File: config.mk
export PLATFORM = sky130hd
export DESIGN_NAME = serial_subtractor
export DESIGN_NICKNAME = d
export VERILOG_FILES = /design/src/rtl/serial_subtractor.sv
export SDC_FILE = /design/constraint.sdc
export NUM_CORES = 1
export LEC_CHECK = 0
export ABC_AREA = 1
export BUFFER_PORTS_ARGS = -buffer_cell sky130_fd_sc_hd__buf_2
export CELL_PAD_IN_SITES_DETAIL_PLACEMENT = 1
export CELL_PAD_IN_SITES_GLOBAL_PLACEMENT = 1
export CORE_MARGIN = 2
export CORE_UTILIZATION = 42
export DETAILED_ROUTE_END_ITERATION = 6
export GPL_ROUTABILITY_DRIVEN = 0
export PLACE_DENSITY = 0.84
export SLEW_MARGIN = 0
export SYNTH_ARGS = -nofsm -noshare
export SYNTH_HDL_FRONTEND = slang
export SYNTH_SLANG_ARGS = --single-unit
File: constraint.sdc
create_clock -name clk -period 1.75 [get_ports clk]
set_input_delay 0.35 -clock clk [delete_from_list [all_inputs] [get_ports clk]]
set_output_delay 0.35 -clock clk [all_outputs]
set_load 0.01 [all_outputs]
File: src/rtl/serial_subtractor.sv
// Bit-serial WIDTH-bit subtractor (diff = a - b - bin), LSB first, one bit per clock.
// Optional signed-overflow output enabled by defining SERIAL_SUB_OVF_EN.
module serial_subtractor #(
    parameter int WIDTH = 8
) (
    input  logic             clk,
    input  logic             rst_n,
    input  logic             start,
    input  logic [WIDTH-1:0] a,
    input  logic [WIDTH-1:0] b,
    input  logic             bin,
    output logic             busy,
    output logic             done,
    output logic [WIDTH-1:0] diff,
    output logic             bout
`ifdef SERIAL_SUB_OVF_EN
    ,
    output logic             ovf
`endif
);

    localparam int CW = $clog2(WIDTH);
    localparam logic [CW-1:0] LAST = CW'(WIDTH - 1);

    typedef enum logic [1:0] {
        IDLE  = 2'd0,
        SHIFT = 2'd1,
        DONE  = 2'd2
    } state_t;

    state_t           state;
    logic [CW-1:0]    cnt;
    logic             borrow;
    logic [WIDTH-1:0] a_sh;
    logic [WIDTH-1:0] b_sh;
    logic [WIDTH-2:0] work;

    logic             d_bit;
    logic             br_next;
    logic [WIDTH-1:0] work_next;

`ifdef SERIAL_SUB_OVF_EN
    logic a_msb;
    logic b_msb;
`endif

    always_comb begin
        d_bit     = a_sh[0] ^ b_sh[0] ^ borrow;
        br_next   = (~a_sh[0] & b_sh[0]) | (~(a_sh[0] ^ b_sh[0]) & borrow);
        work_next = {d_bit, work};
    end

    // work only holds the bits produced so far; diff is written once, on the final bit
    always_ff @(posedge clk or negedge rst_n) begin
        if (!rst_n) begin
            state  <= IDLE;
            cnt    <= '0;
            borrow <= 1'b0;
            a_sh   <= '0;
            b_sh   <= '0;
            work   <= '0;
            busy   <= 1'b0;
            done   <= 1'b0;
            diff   <= '0;
            bout   <= 1'b0;
`ifdef SERIAL_SUB_OVF_EN
            ovf    <= 1'b0;
            a_msb  <= 1'b0;
            b_msb  <= 1'b0;
`endif
        end else begin
            case (state)
                IDLE: begin
                    done <= 1'b0;
                    if (start) begin
                        a_sh   <= a;
                        b_sh   <= b;
                        borrow <= bin;
                        cnt    <= '0;
                        busy   <= 1'b1;
                        state  <= SHIFT;
`ifdef SERIAL_SUB_OVF_EN
                        a_msb  <= a[WIDTH-1];
                        b_msb  <= b[WIDTH-1];
`endif
                    end
                end
                SHIFT: begin
                    a_sh   <= a_sh >> 1;
                    b_sh   <= b_sh >> 1;
                    work   <= work_next[WIDTH-1:1];
                    borrow <= br_next;
                    if (cnt == LAST) begin
                        diff  <= work_next;
                        bout  <= br_next;
                        done  <= 1'b1;
                        state <= DONE;
`ifdef SERIAL_SUB_OVF_EN
                        ovf   <= (a_msb ^ b_msb) & (a_msb ^ d_bit);
`endif
                    end else begin
                        cnt <= cnt + 1'b1;
                    end
                end
                DONE: begin
                    done  <= 1'b0;
                    busy  <= 1'b0;
                    state <= IDLE;
                end
                default: begin
                    state <= IDLE;
                end
            endcase
        end
    end

endmodule

---- Word level (Yosys, flattened, before mapping) ----
Cells that the tools add are included.
storage, ports and cells
  register bits ........................... 40
  bits of input ports ..................... 20
  output and inout port bits .............. 11
  logic and storage cells ................. 51
cells by class
  add/sub/neg operators ................... 1
  equal/unequal tests ..................... 6
  multiplexer cells ....................... 16
  bitwise gates (word level) .............. 7
  reduce and logical (&&, ||, !) cells .... 11
operators by type and width
  cell                                                 number
  one-hot mux 8 bit (2 select lines)                   2
  2-to-1 mux 8 bit                                     2
  AND reduction 2 bit                                  5
  2-to-1 mux 3 bit                                     2
  inequality test 2 bit, second input constant         3
  one-hot mux 1 bit (2 select lines)                   3
  one-hot mux 3 bit (2 select lines)                   1
  nonzero test 2 bit                                   3
  2-to-1 mux 2 bit                                     2
  one-hot mux 2 bit (2 select lines)                   1
  adder 3 x 1 -> 3 bit, second input constant          1
  equality test 3 bit, second input constant           1
  2-to-1 mux 1 bit                                     3
  AND reduction 3 bit                                  1
  bitwise AND 1 bit                                    2
  equality test 2 x 1 -> 1 bit, second input constant  1
  equality test 2 bit, second input constant           1
  logical NOT 2 bit                                    1
  inverter 1 bit                                       2
  OR reduction 2 bit                                   1
  XOR 1 bit                                            2
  bitwise OR 1 bit                                     1

---- Longest topological paths before layout ----
  word-level depth ........................ 5
  mapped depth ............................ 6
  mapped depth without buffers ............ 6

---- Least setup slack after synthesis ----
Ideal clock, no wire load.
  path type ............................... register to register
  from .................................... register cnt[0]
  to ...................................... register done
  library setup time ...................... 0.121 ns
  arrival time ............................ 1.114 ns
  data required time ...................... 1.629 ns
  slack ................................... 0.515 ns
  cell stages (with the launch flop) ...... 6
  path buffers ............................ 1
  clock period less this slack ............ 1.235 ns
  path through ............................ dfrtp_1 > ha_1 > ha_1 > nand3_4 > buf_6 > nand2_1
between the ends
  word-level cells in the longest chain between the ends .. 3
ends and longest elaborated chain
  what                                    line  source
  start: declaration                      32    logic [CW-1:0] cnt;
  start signal: assignment                102   cnt <= cnt + 1'b1;
  equality test 3 bit                     93    if (cnt == LAST) begin
  inequality test 2 bit (no source line)  -
  AND reduction 2 bit (no source line)    -
  end signal: assignment                  74    done <= 1'b0;
  end signal: assignment                  96    done <= 1'b1;
  end signal: assignment                  106   done <= 1'b0;
  end: declaration                        13    output logic done,
Every way passes these cells.
A chain may end at the register's enable or synchronous reset.

---- Worst setup path after layout ----
  from .................................... register cnt[0]
  to ...................................... register diff[0]
between the ends
  word-level cells in the longest chain between the ends .. 2
ends and longest elaborated chain
  what                                  line  source
  equality test 3 bit                   93
  AND reduction 2 bit (no source line)  -
  end signal: assignment                94    diff <= work_next;
  end: declaration                      14    output logic [WIDTH-1:0] diff,
Every way passes these cells.

==> results.md <==
- Status: finished clean
- Cell variety after synth: 19
- CTS tree: built
- Top FF cell, synth: dfrtp_1
- I/O Pins: 31
- Sequential fraction of design power: between 30% and 40%
- CTS Sinks: 40
- First-pass GRT wire length: between 7 and 8 mm
- Crit path DAT: between 1.5 and 2 ns
- Residual DRC: 0
- Leakage: approximately 0.0013 µW
- Area growth from synthesis to layout: 13.7%
- Total power draw: ~4300 µW
- Detailed Route WL: 4.26 mm
- Row count: 25
- # hold bufs at CTS: 0
- Gate power share: between 40 and 50%
- Max-Cap Viols: 0
- H-tree depth: 2
- Fin crit share: 80.3%
- Internal power: 2560 µW
- Layout cells sized above 1: about a quarter
- Initial core utilization: 43.5%
- Largest fanout on the critical path: 19
- Initial antenna violation count: 0
- Worst EP required: between 1.5 and 2 ns
- Vias/cell: 4.80
- Layout Cells excl Fill: between 300 and 400
- Slew @ Worst Pin: just over 0.5 ns
- Max IR drop VDD: 0.674 mV
- Final setup fails: 0
- CP Capture Type: flip-flop
- CTS clk-pin slew, worst paths: about 0.08 ns
- Max Clock Freq: about 0.7 GHz
- Syn nets: about 250
- DIE AREA: approximately 5500 µm²
- Clk Latency, worst-skew pair: around 0.29 ns
- DP Wirelength: around 2.9 mm
- Post_cts resized: 0
- Critical Path, Cell by Cell: ha_1 > ha_1 > nand3_4 > inv_1 > nand2_1 > nand2_1
- Total Routing Usage GR: between 15 and 20%
- Die H: between 70 and 80 µm
- Post-synth EDFFs: 0
- Die W: around 74 µm
- Number of DRC markers in iteration 0: 70
- Cells after DPL: 320
- Reg-to-reg startpoint: cnt[0]
- Psw: 1730 µW
- GR Overflow Total: 0
- Crit start category: flip-flop
- Final ANT Viol Nets: 0
- Mapped Cells: 231
- Fin nets: ~280
- TritonRoute pass-1 iters: 4
- Hold Vio Cnt, Final: 0
- Crit-path max cell delay: approximately 0.41 ns
- Core Footprint: about 4700 µm²
- Crit path kind: flip-flop to flip-flop
- CTS Buf Count: 5
- Unrepaired setup endpoints after global routing: no
- Slew margin rel.: between 60% and 70%
- Vias: between 1,500 and 2,000
- Reg-to-reg slack, setup: around 0.34 ns
- Syn_area_per_cell: around 9 µm²
- Clock share of power: roughly 20%
- # Post-CTS Setup Buffers: 0
- Pwr dens: roughly 1800 nW/µm²
- Port Buffer Count: 30
- Slew Viols, Final: 0
- Largest net degree at the start of global routing: between 40 and 50
- Yosys reg bits: 40
- Synthesized cell area: just over 2000 µm²
- DR WL/cell: roughly 13 µm
- Yosys warnings: 0
- Commonest non-fill, non-tap cell in the layout: nand2_1
- Min Tclk post-route: about 1.4 ns
- Setup TNS Final: 0 ns
- Worst Reg2Reg Path Length in Cells: 6
- CTS max path bufs: 2
- Highest-delay cell along the critical path: dfrtp_1
- Ant. Diodes: 0
- Post-synthesis async set-or-reset flop share: 100%
- Hold Path Class: primary input to async pin
- Sequential area share after synthesis: between 40% and 50%
- Clk_skew: around 0.0052 ns
- Vias in the first global route: between 1,500 and 2,000
- Most frequent cells in the layout: 58 x nand2_1, 41 x inv_1, 40 x dfrtp_1, 38 x nand3_1, 30 x buf_2
- Worst R2R End: diff[0]
- Root Driver: clkbuf_8
- Net Sw Frac: 40.3%
-- power by group through the flow --
stage	registers, µW	logic, µW	clock network (µW)
2_1_floorplan	1600	1510	0
3_3_place_gp	1610	1770	0
3_5_place_dp	1630	1870	0
4_1_cts	1620	1880	857
5_1_grt	1660	2110	886
6_report	1610	1840	837
-- worst max path at each step --
stage	slack (ns)	startpoint	cells past startpoint	endpoint
after floorplan	0.52	cnt[0]	5	done
after detailed placement	0.35	cnt[0]	6	diff[0]
after global routing	0.23	cnt[0]	6	diff[0]
final	0.34	cnt[0]	6	diff[0]
after global placement	0.42	cnt[0]	6	diff[0]
after CTS	0.33	cnt[0]	6	diff[0]
-- synthesized netlist by cell type (3+ instances only) --
cell	count	area (µm²)
nand2_1	58	218
inv_1	41	154
dfrtp_1	40	1000
nand3_1	38	190
nand3_2	11	110
o21ai_2	8	70.1
o21ai_1	7	35.0
buf_4	6	45.0
buf_6	3	33.8
nand2_8	3	60.1
nand4_1	3	18.8
o21ai_0	3	15.0
-- worst max-delay path, delay by kind of cell, from the launching register on --
family / cells / cell delay (ns)
flops: 1 / 0.41
simple gates: 3 / 0.37
buf+inv: 1 / 0.09
fa+ha+maj: 2 / 0.43
-- layout make-up --
class / count / area [µm²]
fillers: 579 / 2380
flip-flops and latches: 40 / 1000
well taps: 67 / 83.8
multi-input cells: 137 / 787
repair buffers: 34 / 180
clock inverters: 1 / 30.0
clock buffers: 7 / 96.3
inverters: 42 / 160
-- metal layers --
metal	up-vias	global-route usage [%]	share of wire [%]
li1	776	-	-
met3	7	2.85	2.9
met1	761	22.0	47
met4	0	6.06	1.6
met2	29	30.1	49
met5	-	0	0
-- registers in the layout (all words and copies together) (netlist names) --
signal and count:
state 2, borrow 1, done 1, diff 8, a_sh 8, work 7, bout 1, b_sh 8
cnt 3, busy 1
-- through the flow --
| step | utilization (%) | hold slack [ns] | instance area (µm²) | worst slack, ns |
|---|---|---|---|---|
| floorplan | - | 0.0544 | 2060 | 0.515 |
| global placement | 46.8 | 0.446 | 2210 | 0.421 |
| detailed placement | 46.8 | 0.447 | 2210 | 0.352 |
| CTS | 49.5 | 0.129 | 2340 | 0.332 |
| global route | 49.5 | 0.156 | 2340 | 0.229 |
| finish | 49.5 | 0.105 | 2340 | 0.345 |
-- cell families after synthesis --
kind of cell | share of synthesized area, %
DFF | 48.7
and+or+nand+nor | 30.2
AOI/OAI and AO/OA | 5.84
buffers and inverters | 13.1
adders and majority gates | 2.19
Power figures use the tool's default switching activity.
